`src/rtl/apb_slave_pkg.sv`:
```
// ============================================================================
// Module      : apb_slave_pkg
// Description : Shared types, constants and the address-error helper for the
//               APB3 slave register file.
// Revision    : 1.0  initial release
// ============================================================================
`default_nettype none

package apb_slave_pkg;

    // Bus-side transfer state
    typedef enum logic [0:0] {
        IDLE   = 1'b0,
        ACCESS = 1'b1
    } state_t;

    // Wait counter width: covers WAIT_CYCLES up to 15
    localparam int WAIT_CNT_W = 4;

    // Flags a byte address that is not word aligned or lies past the last word.
    // The address arrives zero-extended to 64 bits so one function serves every
    // ADDR_W. With lsb==0 the alignment mask is empty, so byte-wide buses only
    // get the range check.
    function automatic logic addr_err(input logic [63:0] addr,
                                      input int          lsb,
                                      input int          depth);
        logic [63:0] mask;
        logic [63:0] word_idx;
        mask     = (64'd1 << lsb) - 64'd1;
        word_idx = addr >> lsb;
        return ((addr & mask) != 64'd0) || (word_idx >= 64'(depth));
    endfunction

endpackage

`default_nettype wire

```
`src/rtl/apb_slave_mem.sv`:
```
// ============================================================================
// Module      : apb_slave_mem
// Description : DEPTH x DATA_W word storage with synchronous clear, per-byte
//               write enable and asynchronous read.
// Revision    : 1.0  initial release
// ============================================================================
`default_nettype none

module apb_slave_mem #(
    parameter int DATA_W = 32,
    parameter int DEPTH  = 16,
    parameter int IDX_W  = 4
) (
    input  logic                clk,
    input  logic                rst,
    input  logic                we,
    input  logic [DATA_W/8-1:0] be,
    input  logic [IDX_W-1:0]    idx,
    input  logic [DATA_W-1:0]   wdata,
    output logic [DATA_W-1:0]   rdata
);

    localparam int NBYTES = DATA_W / 8;

    logic [DATA_W-1:0] mem [DEPTH];
    logic              in_range;

    // Guards non-power-of-two depths where idx can name a missing word
    assign in_range = ({1'b0, idx} < (IDX_W + 1)'(DEPTH));

    // Clear every word on reset; otherwise write the enabled bytes of one word
    always_ff @(posedge clk) begin
        if (rst) begin
            for (int i = 0; i < DEPTH; i++) begin
                mem[i] <= '0;
            end
        end else if (we && in_range) begin
            for (int b = 0; b < NBYTES; b++) begin
                if (be[b]) begin
                    mem[idx][b*8 +: 8] <= wdata[b*8 +: 8];
                end
            end
        end
    end

    assign rdata = in_range ? mem[idx] : '0;

endmodule

`default_nettype wire

```
`src/rtl/apb_slave_regfile.sv`:
```
// ============================================================================
// Module      : apb_slave_regfile
// Description : APB3 slave word-addressed register file with programmable
//               wait states and PSLVERR on misaligned / out-of-range access.
//               Optional macro APB_SLAVE_PSTRB_EN adds APB4 byte strobes
//               (port Pstrb); without it every write updates the full word.
// Revision    : 1.0  initial release
// ============================================================================
`default_nettype none

module apb_slave_regfile
    import apb_slave_pkg::*;
#(
    parameter int DATA_W      = 32,
    parameter int ADDR_W      = 8,
    parameter int DEPTH       = 16,
    parameter int WAIT_CYCLES = 0
) (
    input  logic                Pclk,
    input  logic                Preset,
    input  logic [ADDR_W-1:0]   Paddr,
    input  logic                Psel,
    input  logic                Penable,
    input  logic                Pwrite,
    input  logic [DATA_W-1:0]   Pwdata,
`ifdef APB_SLAVE_PSTRB_EN
    input  logic [DATA_W/8-1:0] Pstrb,
`endif
    output logic [DATA_W-1:0]   Prdata,
    output logic                Pready,
    output logic                Pslverr
);

    localparam int LSB   = $clog2(DATA_W / 8);
    localparam int IDX_W = (DEPTH > 1) ? $clog2(DEPTH) : 1;

    state_t                  state;
    logic [WAIT_CNT_W-1:0]   cnt;
    logic                    err;
    logic                    done;
    logic                    mem_we;
    logic [DATA_W/8-1:0]     mem_be;
    logic [IDX_W-1:0]        mem_idx;
    logic [DATA_W-1:0]       mem_rdata;

    // Address decode: only the bits that select an implemented word reach the
    // storage; anything beyond DEPTH is caught by err and never written/read.
    assign err     = addr_err(64'(Paddr), LSB, DEPTH);
    assign mem_idx = Paddr[LSB +: IDX_W];

`ifdef APB_SLAVE_PSTRB_EN
    assign mem_be = Pstrb;
`else
    assign mem_be = '1;
`endif

    // Transfer completes once the wait count has drained; reset masks it so
    // the bus sees no response while Preset is high.
    assign done    = (state == ACCESS) && Psel && Penable && (cnt == '0) && !Preset;
    assign mem_we  = done && Pwrite && !err;

    assign Pready  = done;
    assign Pslverr = done && err;
    assign Prdata  = (done && !Pwrite && !err) ? mem_rdata : '0;

    // Transfer FSM with wait-state counter
    always_ff @(posedge Pclk) begin
        if (Preset) begin
            state <= IDLE;
            cnt   <= '0;
        end else begin
            case (state)
                IDLE: begin
                    if (Psel && !Penable) begin
                        state <= ACCESS;
                        cnt   <= WAIT_CNT_W'(WAIT_CYCLES);
                    end
                end
                ACCESS: begin
                    if (!Psel) begin
                        // Master abandoned the transfer; nothing is written
                        state <= IDLE;
                    end else if (Penable) begin
                        if (cnt != '0) begin
                            cnt <= cnt - 1'b1;
                        end else begin
                            state <= IDLE;
                        end
                    end
                end
                default: begin
                    state <= IDLE;
                end
            endcase
        end
    end

    apb_slave_mem #(
        .DATA_W (DATA_W),
        .DEPTH  (DEPTH),
        .IDX_W  (IDX_W)
    ) u_mem (
        .clk    (Pclk),
        .rst    (Preset),
        .we     (mem_we),
        .be     (mem_be),
        .idx    (mem_idx),
        .wdata  (Pwdata),
        .rdata  (mem_rdata)
    );

endmodule

`default_nettype wire

```
`config.mk`:
```
export PLATFORM = sky130hd
export DESIGN_NAME = apb_slave_regfile
export DESIGN_NICKNAME = d
export VERILOG_FILES = /design/src/rtl/apb_slave_pkg.sv /design/src/rtl/apb_slave_mem.sv /design/src/rtl/apb_slave_regfile.sv
export SDC_FILE = /design/constraint.sdc
export NUM_CORES = 1
export LEC_CHECK = 0
export CORE_MARGIN = 1.5
export CORE_UTILIZATION = 45
export DETAILED_ROUTE_END_ITERATION = 12
export GPL_TIMING_DRIVEN = 0
export MAX_ROUTING_LAYER = met4
export SLEW_MARGIN = 25
export SYNTH_ARGS = -nofsm -noshare
export SYNTH_HDL_FRONTEND = slang
export SYNTH_HIERARCHICAL = 1
export SYNTH_SLANG_ARGS = --single-unit
```
`constraint.sdc`:
```
create_clock -name Pclk -period 8.2 [get_ports Pclk]
set_clock_uncertainty 0.2 [all_clocks]
set_input_delay 1.23 -clock Pclk [delete_from_list [all_inputs] [get_ports Pclk]]
set_output_delay 1.23 -clock Pclk [all_outputs]
set_load 0.005 [all_outputs]
```
==> results.py, run 1 <==
metrics = {
    "pwr": {
        "powerDensity_mw_per_mm2": 214,
        "leakage_uw": 0.00864,
        "report.power.total_uw": 5600,
        "ir_drop_mv": 0.151,
    },
    "cells_and_area": {
        "register_area_sq_mm": 0.0155,
        "finish.utilization_pct": 52.2,
        "syn_to_final_growth_pct": 14.3,
        "drive_gt1_share_pct": 15.7,
        "final_nets": 1783,
        "fillCellCount": 4215,
        "multi_input_area_sq_mm": 0.00684,
        "insertedDiodeCount": 0,
    },
    "clocking": {
        "clk_latency_ns": 0.59,
        "cts_buffers": 54,
        "postCtsSetupBuffers": 0,
        "cts_tree": "done",
        "ctsHoldBuffers": 0,
        "clk_pin_slew_ns": 0.06,
        "h-tree-depth": 2,
        "cts_sinks": 517,
        "cts_resized": 0,
        "cts_buffer_depth": 3,
        "root_buffer": "clkbuf_16",
    },
    "critical_path": {
        "crit_required_ns": 6.77,
        "start_kind": "input port",
        "r2r_cells": 8,
        "crit_type": "input port to output port",
        "crit_fanout": 10,
        "end_kind": "output port",
        "worst_ep_arrival_time_ns": 4.39,
    },
    "place": {
        "port_buffers": 76,
        "place_hpwl_um": 46500,
        "place_congestion": 0.852,
        "pre_cts_ws_ns": 2.44,
    },
    "hold_path": {
        "hold_depth": 2,
        "hold_path.class": "flop to flop",
    },
    "logic_synthesis": {
        "synth_most_common_cell": "edfxtp_1",
        "synth_area_sq_mm": 0.0229,
        "yosysUniqueCellTypes": 44,
        "synth-seq-area-share_pct": 67.6,
        "yosys-top-cells-area": "edfxtp_1 67%, mux4_2 13%, nor2_1 7.9%",
        "postSynth.asyncResetShare_pct": 0,
        "synth_commonest_cells": "512 x edfxtp_1, 484 x nor2_1, 128 x mux4_2",
        "yosys_warnings": 6,
        "avgSynthCellArea_sq_um": 14.3,
        "yosysTopAreaCellShare_pct": 67.1,
        "ys_ff_latch": 517,
        "synth_cells": 1598,
        "synth_ff_type": "edfxtp_1",
        "yosys.area.top_type": "edfxtp_1",
        "synth_edf_count": 512,
    },
    "timing": {
        "fin_setup_tns_ns": 0,
        "finalHoldViolations": 0,
        "tightest_slew_ns": 1.18,
        "finalMaxSlewViolations": 0,
        "relSlewSlack_pct": 21.2,
        "period_needed_ns": 5.82,
        "setup_viol": 0,
        "fmax_ghz": 0.172,
        "fin_crit_sh_pct": 70.9,
        "fin_ws_ns": 2.38,
        "rsz0062_at_grt": "no",
    },
    "detailed_routing": {
        "drt-pass1-iter-count": 5,
        "via_count": 14500,
        "routed_wl_um": 67200,
        "detail-route-antenna-nets": 0,
        "wire_per_inst_um": 27.5,
        "route.detailed.drc": 0,
        "via_per_inst": 5.94,
        "drtIter0Drc": 1743,
    },
    "floorplanning": {
        "fp-row-count": 82,
        "design.core.area_sq_mm": 0.0502,
        "die-width_um": 229,
        "io_pins": 79,
        "dieArea_sq_mm": 0.0523,
        "initial_core_util_pct": 45.7,
        "fp.dieH_um": 229,
    },
    "grt": {
        "gr-usage-all-layers_pct": 26.7,
        "antenna_found_initial": 0,
        "grt_max_degree": 17,
        "overflow": 0,
        "grt_pass1_vias": 14700,
        "grt_pass1_wl_um": 97300,
    },
    "status": {
        "status": "finished, final reports clean",
    },
    "flow_run": {
        "maxCapViolCount": 0,
    },
}
[where the power goes]
| part | internal (uW) | switching (uW) | total [uW] |
|---|---|---|---|
| clock network | 1250 | 981 | 2230 |
| registers | 2980 | 20.9 | 3000 |
| logic | 135 | 232 | 367 |
| total | 4360 | 1230 | 5600 |
[path summary, 6_finish.rpt]
| path | from | to | slack (ns) |
|---|---|---|---|
| worst max-delay path | Paddr[4] | Prdata[7] | 2.38 |
| worst min-delay path | cnt[1] | cnt[1] | 0.32 |
| worst max register to register | cnt[0] | u_mem/mem[14][16] | 4.28 |
| worst min register to register | cnt[1] | cnt[1] | 0.32 |
[cell families after synthesis]
group           share of synthesized area, %
simple gates                            12.4
flops                                   67.6
buf+inv                                 3.05
compound gates                          4.35
mux                                     12.6
fa+ha+maj                             0.0546
other cells                           0.0164
[state kept, by name, summed over array words and instances (netlist names)]
signal	cells
state	1
u_mem/mem	512
cnt	4
[worst max-delay path, stage by stage]
cell	delay, ns
clkdlybuf4s50_1	0.61
nor2b_1	0.19
clkbuf_1	0.55
clkbuf_1	0.74
a22oi_1	0.20
nand2_1	0.21
and2_1	0.15
clkdlybuf4s50_1	0.49
[layout make-up]
cell class,instances,area share (%)
buffer,144,2.60
timing repair buffer,76,2.90
sequential,517,59.1
clock inverter,24,0.397
clock buffer,69,5.62
multi-input combinational,939,26.1
inverter,5,0.0717
tap,672,3.21
[layer usage]
metal  share of wire [%]  GRT usage, %  up-vias
met5                   0             -        -
met4                 3.7          10.2        0
met3                 8.9          5.45      144
met2                  48          42.1      713
met1                  39          34.2     7539
li1                    -             -     6143
[placed cells by master, fill, tap and decap left out, types with 12 or more instances in the layout]
cell	n
buf_2	45
mux4_2	128
clkdlybuf4s50_1	76
clkinv_1	16
nand2_1	75
o21bai_2	21
clkbuf_1	87
edfxtp_1	512
buf_1	12
a22oi_1	64
o21bai_1	39
nor2_1	484
clkbuf_16	57
and2_1	67
[stage by stage]
| step | cell area (sq um) | std cells | hold WS [ns] |
|---|---|---|---|
| after floorplan | 22900 | 1605 | 0.271 |
| after global placement | 24500 | 2353 | 0.290 |
| after detailed placement | 24600 | 2353 | 0.310 |
| after CTS | 26100 | 2446 | 0.319 |
| after global routing | 26200 | 2446 | 0.368 |
| final | 26200 | 2446 | 0.316 |
Note: power is estimated with default switching activity, not from simulation.
==> run 2, diff against run 1 <==
- clock period: 8.2 -> 5.7 ns (I/O delays scaled with it)
==> results of run 2 <==
The final DEF is identical to that of run 1. Status: finished, final reports clean.
Among the figures that moved: setup slack after placement 2.44 ns -> 0.692 ns; setup slack after layout 2.38 ns -> 0.633 ns; register-to-register setup slack 4.28 ns -> 1.78 ns; total power 5600 uW -> 8050 uW; worst IR drop on VDD 0.151 mV -> 0.217 mV
==> run 3, diff against run 2 <==
- CELL_PAD_IN_SITES_DETAIL_PLACEMENT: default -> 0
- CELL_PAD_IN_SITES_GLOBAL_PLACEMENT: default -> 2
- CORE_ASPECT_RATIO: default -> 0.9
- PLACE_DENSITY_LB_ADDON: default -> 0.1
==> run 3 against run 2 <==
Critical endpoint is now Prdata[24]; non-clock buffer count is the same; core utilization grew 0.13 points; largest cell class unchanged; worst hold slack gained 0.0097 ns; cell count grew 0.57%; count of clock-buffer cells in the layout shrank 2; largest power group unchanged; clock power grew 8.1%.
==> results.py, run 3 (synthesized netlist as in run 1, its figures left out) <==
metrics = {
    "place": {
        "place_area_sq_mm": 0.0246,
        "place_hpwl_um": 48200,
        "port_buffers": 76,
        "place_congestion": 0.846,
        "pre_cts_ws_ns": 0.775,
    },
    "floorplanning": {
        "initial_core_util_pct": 45.5,
        "dieArea_sq_mm": 0.0523,
        "fp-row-count": 78,
        "io_pins": 79,
        "design.core.area_sq_mm": 0.0504,
        "fp.dieH_um": 217,
        "die-width_um": 241,
    },
    "clocking": {
        "cts_buffer_depth": 3,
        "h-tree-depth": 2,
        "ctsHoldBuffers": 0,
        "postCtsSetupBuffers": 0,
        "root_buffer": "clkbuf_16",
        "cts_resized": 0,
        "clk_pin_slew_ns": 0.06,
        "cts_sinks": 517,
        "cts_buffers": 54,
        "clk_latency_ns": 0.60,
        "cts_tree": "done",
    },
    "critical_path": {
        "worst_ep_arrival_time_ns": 3.94,
        "end_kind": "output port",
        "crit_required_ns": 4.64,
        "crit_type": "input port to output port",
        "cp_cell_sequence": "clkdlybuf4s50_1 -> nor2_1 -> clkbuf_1 -> a22oi_1 -> nand2_1 -> and2_1 -> clkdlybuf4s50_1",
        "max_stage_delay_ns": 0.78,
        "crit_fanout": 10,
        "start_kind": "input port",
        "path_common_cell": "clkdlybuf4s50_1",
        "crit_path_top_delay_cell": "nor2_1",
    },
    "cells_and_area": {
        "fin_area_sq_mm": 0.0264,
        "finish.utilization_pct": 52.3,
        "regMostFlops": "u_mem/mem",
        "most-common-layout-cells": "512 x edfxtp_1, 484 x nor2_1, 128 x mux4_2",
        "top_regs": "u_mem/mem (512), cnt (4), state (1)",
        "final_nets": 1783,
        "drive_gt1_share_pct": 16.0,
        "fillCellCount": 4407,
        "register_area_sq_mm": 0.0155,
        "multi_input_area_sq_mm": 0.00686,
        "syn_to_final_growth_pct": 15.0,
        "final_common_cell": "edfxtp_1",
        "largest_reg_flops": 512,
    },
    "detailed_routing": {
        "routed_wl_um": 69300,
        "top_layer": "met4",
        "route.detailed.drc": 0,
        "via_count": 14300,
        "wl_met2_um": 32600,
        "via_per_inst": 5.80,
        "detail-route-antenna-nets": 0,
        "wire_per_inst_um": 28.2,
        "wl_met1_um": 30300,
        "drt-pass1-iter-count": 5,
        "met3_length_um": 4940,
        "drtIter0Drc": 1308,
    },
    "timing": {
        "fin_setup_tns_ns": 0,
        "finalHoldViolations": 0,
        "rsz0062_at_grt": "no",
        "fin_crit_sh_pct": 87.6,
        "period_needed_ns": 4.99,
        "fin_ws_ns": 0.707,
        "tightest_slew_ns": 1.09,
        "whs_ns": 0.326,
        "finalMaxSlewViolations": 0,
        "setup_viol": 0,
        "relSlewSlack_pct": 27.0,
        "fmax_ghz": 0.200,
    },
    "grt": {
        "grt_pass1_wl_um": 99700,
        "grt_pass1_vias": 14400,
        "antenna_found_initial": 0,
        "overflow": 0,
        "gr-usage-all-layers_pct": 28.1,
        "grt_max_degree": 17,
    },
    "status": {
        "status": "finished, final reports clean",
    },
    "pwr": {
        "powerDensity_mw_per_mm2": 315,
        "leakage_uw": 0.00870,
        "ir_drop_mv": 0.243,
    },
    "hold_path": {
        "hold_path.class": "flop to flop",
    },
    "flow_run": {
        "maxCapViolCount": 0,
    },
}
[run 3: report_power, final]
part	leakage [uW]	internal, uW	switching [uW]
registers	0.00538	4280	30.3
logic	0.00249	195	334
clock network	0.000834	2030	1440
total	0.00870	6500	1810
[run 3: final timing paths]
kind / start / endpoint / slack [ns] / cells past startpoint
setup / recovery: Paddr[4] / Prdata[24] / 0.71 / 7
hold / removal: cnt[1] / cnt[1] / 0.33 / 2
setup reg to reg: cnt[0] / u_mem/mem[8][20] / 1.84 / 8
hold reg to reg: cnt[1] / cnt[1] / 0.33 / 2
[run 3: final cells by class]
class | instances | area share (%)
diodes | 1 | 0.00950
plain buffers | 144 | 2.58
clock buffers | 67 | 5.39
clock inverters | 31 | 1.10
inverters | 5 | 0.0712
multi-input cells | 939 | 26.0
flip-flops and latches | 517 | 58.7
well taps | 680 | 3.23
repair buffers | 76 | 2.89
[run 3: critical path: cells and delay by family]
family | cells | cell delay (ns)
AO/OA/AOI/OAI | 1 | 0.31
buffers and inverters | 3 | 1.66
AND/OR/NAND/NOR | 3 | 1.10
[run 3: metrics by stage]
| step | total power [uW] | cells |
|---|---|---|
| after detailed placement | 4920 | 2361 |
| final | 8310 | 2460 |
| after floorplan | 4690 | 1605 |
| after global routing | 8560 | 2459 |
| after CTS | 8380 | 2459 |
| after global placement | 4910 | 2361 |
[run 3: layer usage]
metal | up-vias | track usage, %
li1 | 6158 | -
met3 | 95 | 5.15
met4 | 0 | 6.15
met2 | 544 | 43.0
met5 | - | -
met1 | 7476 | 39.4
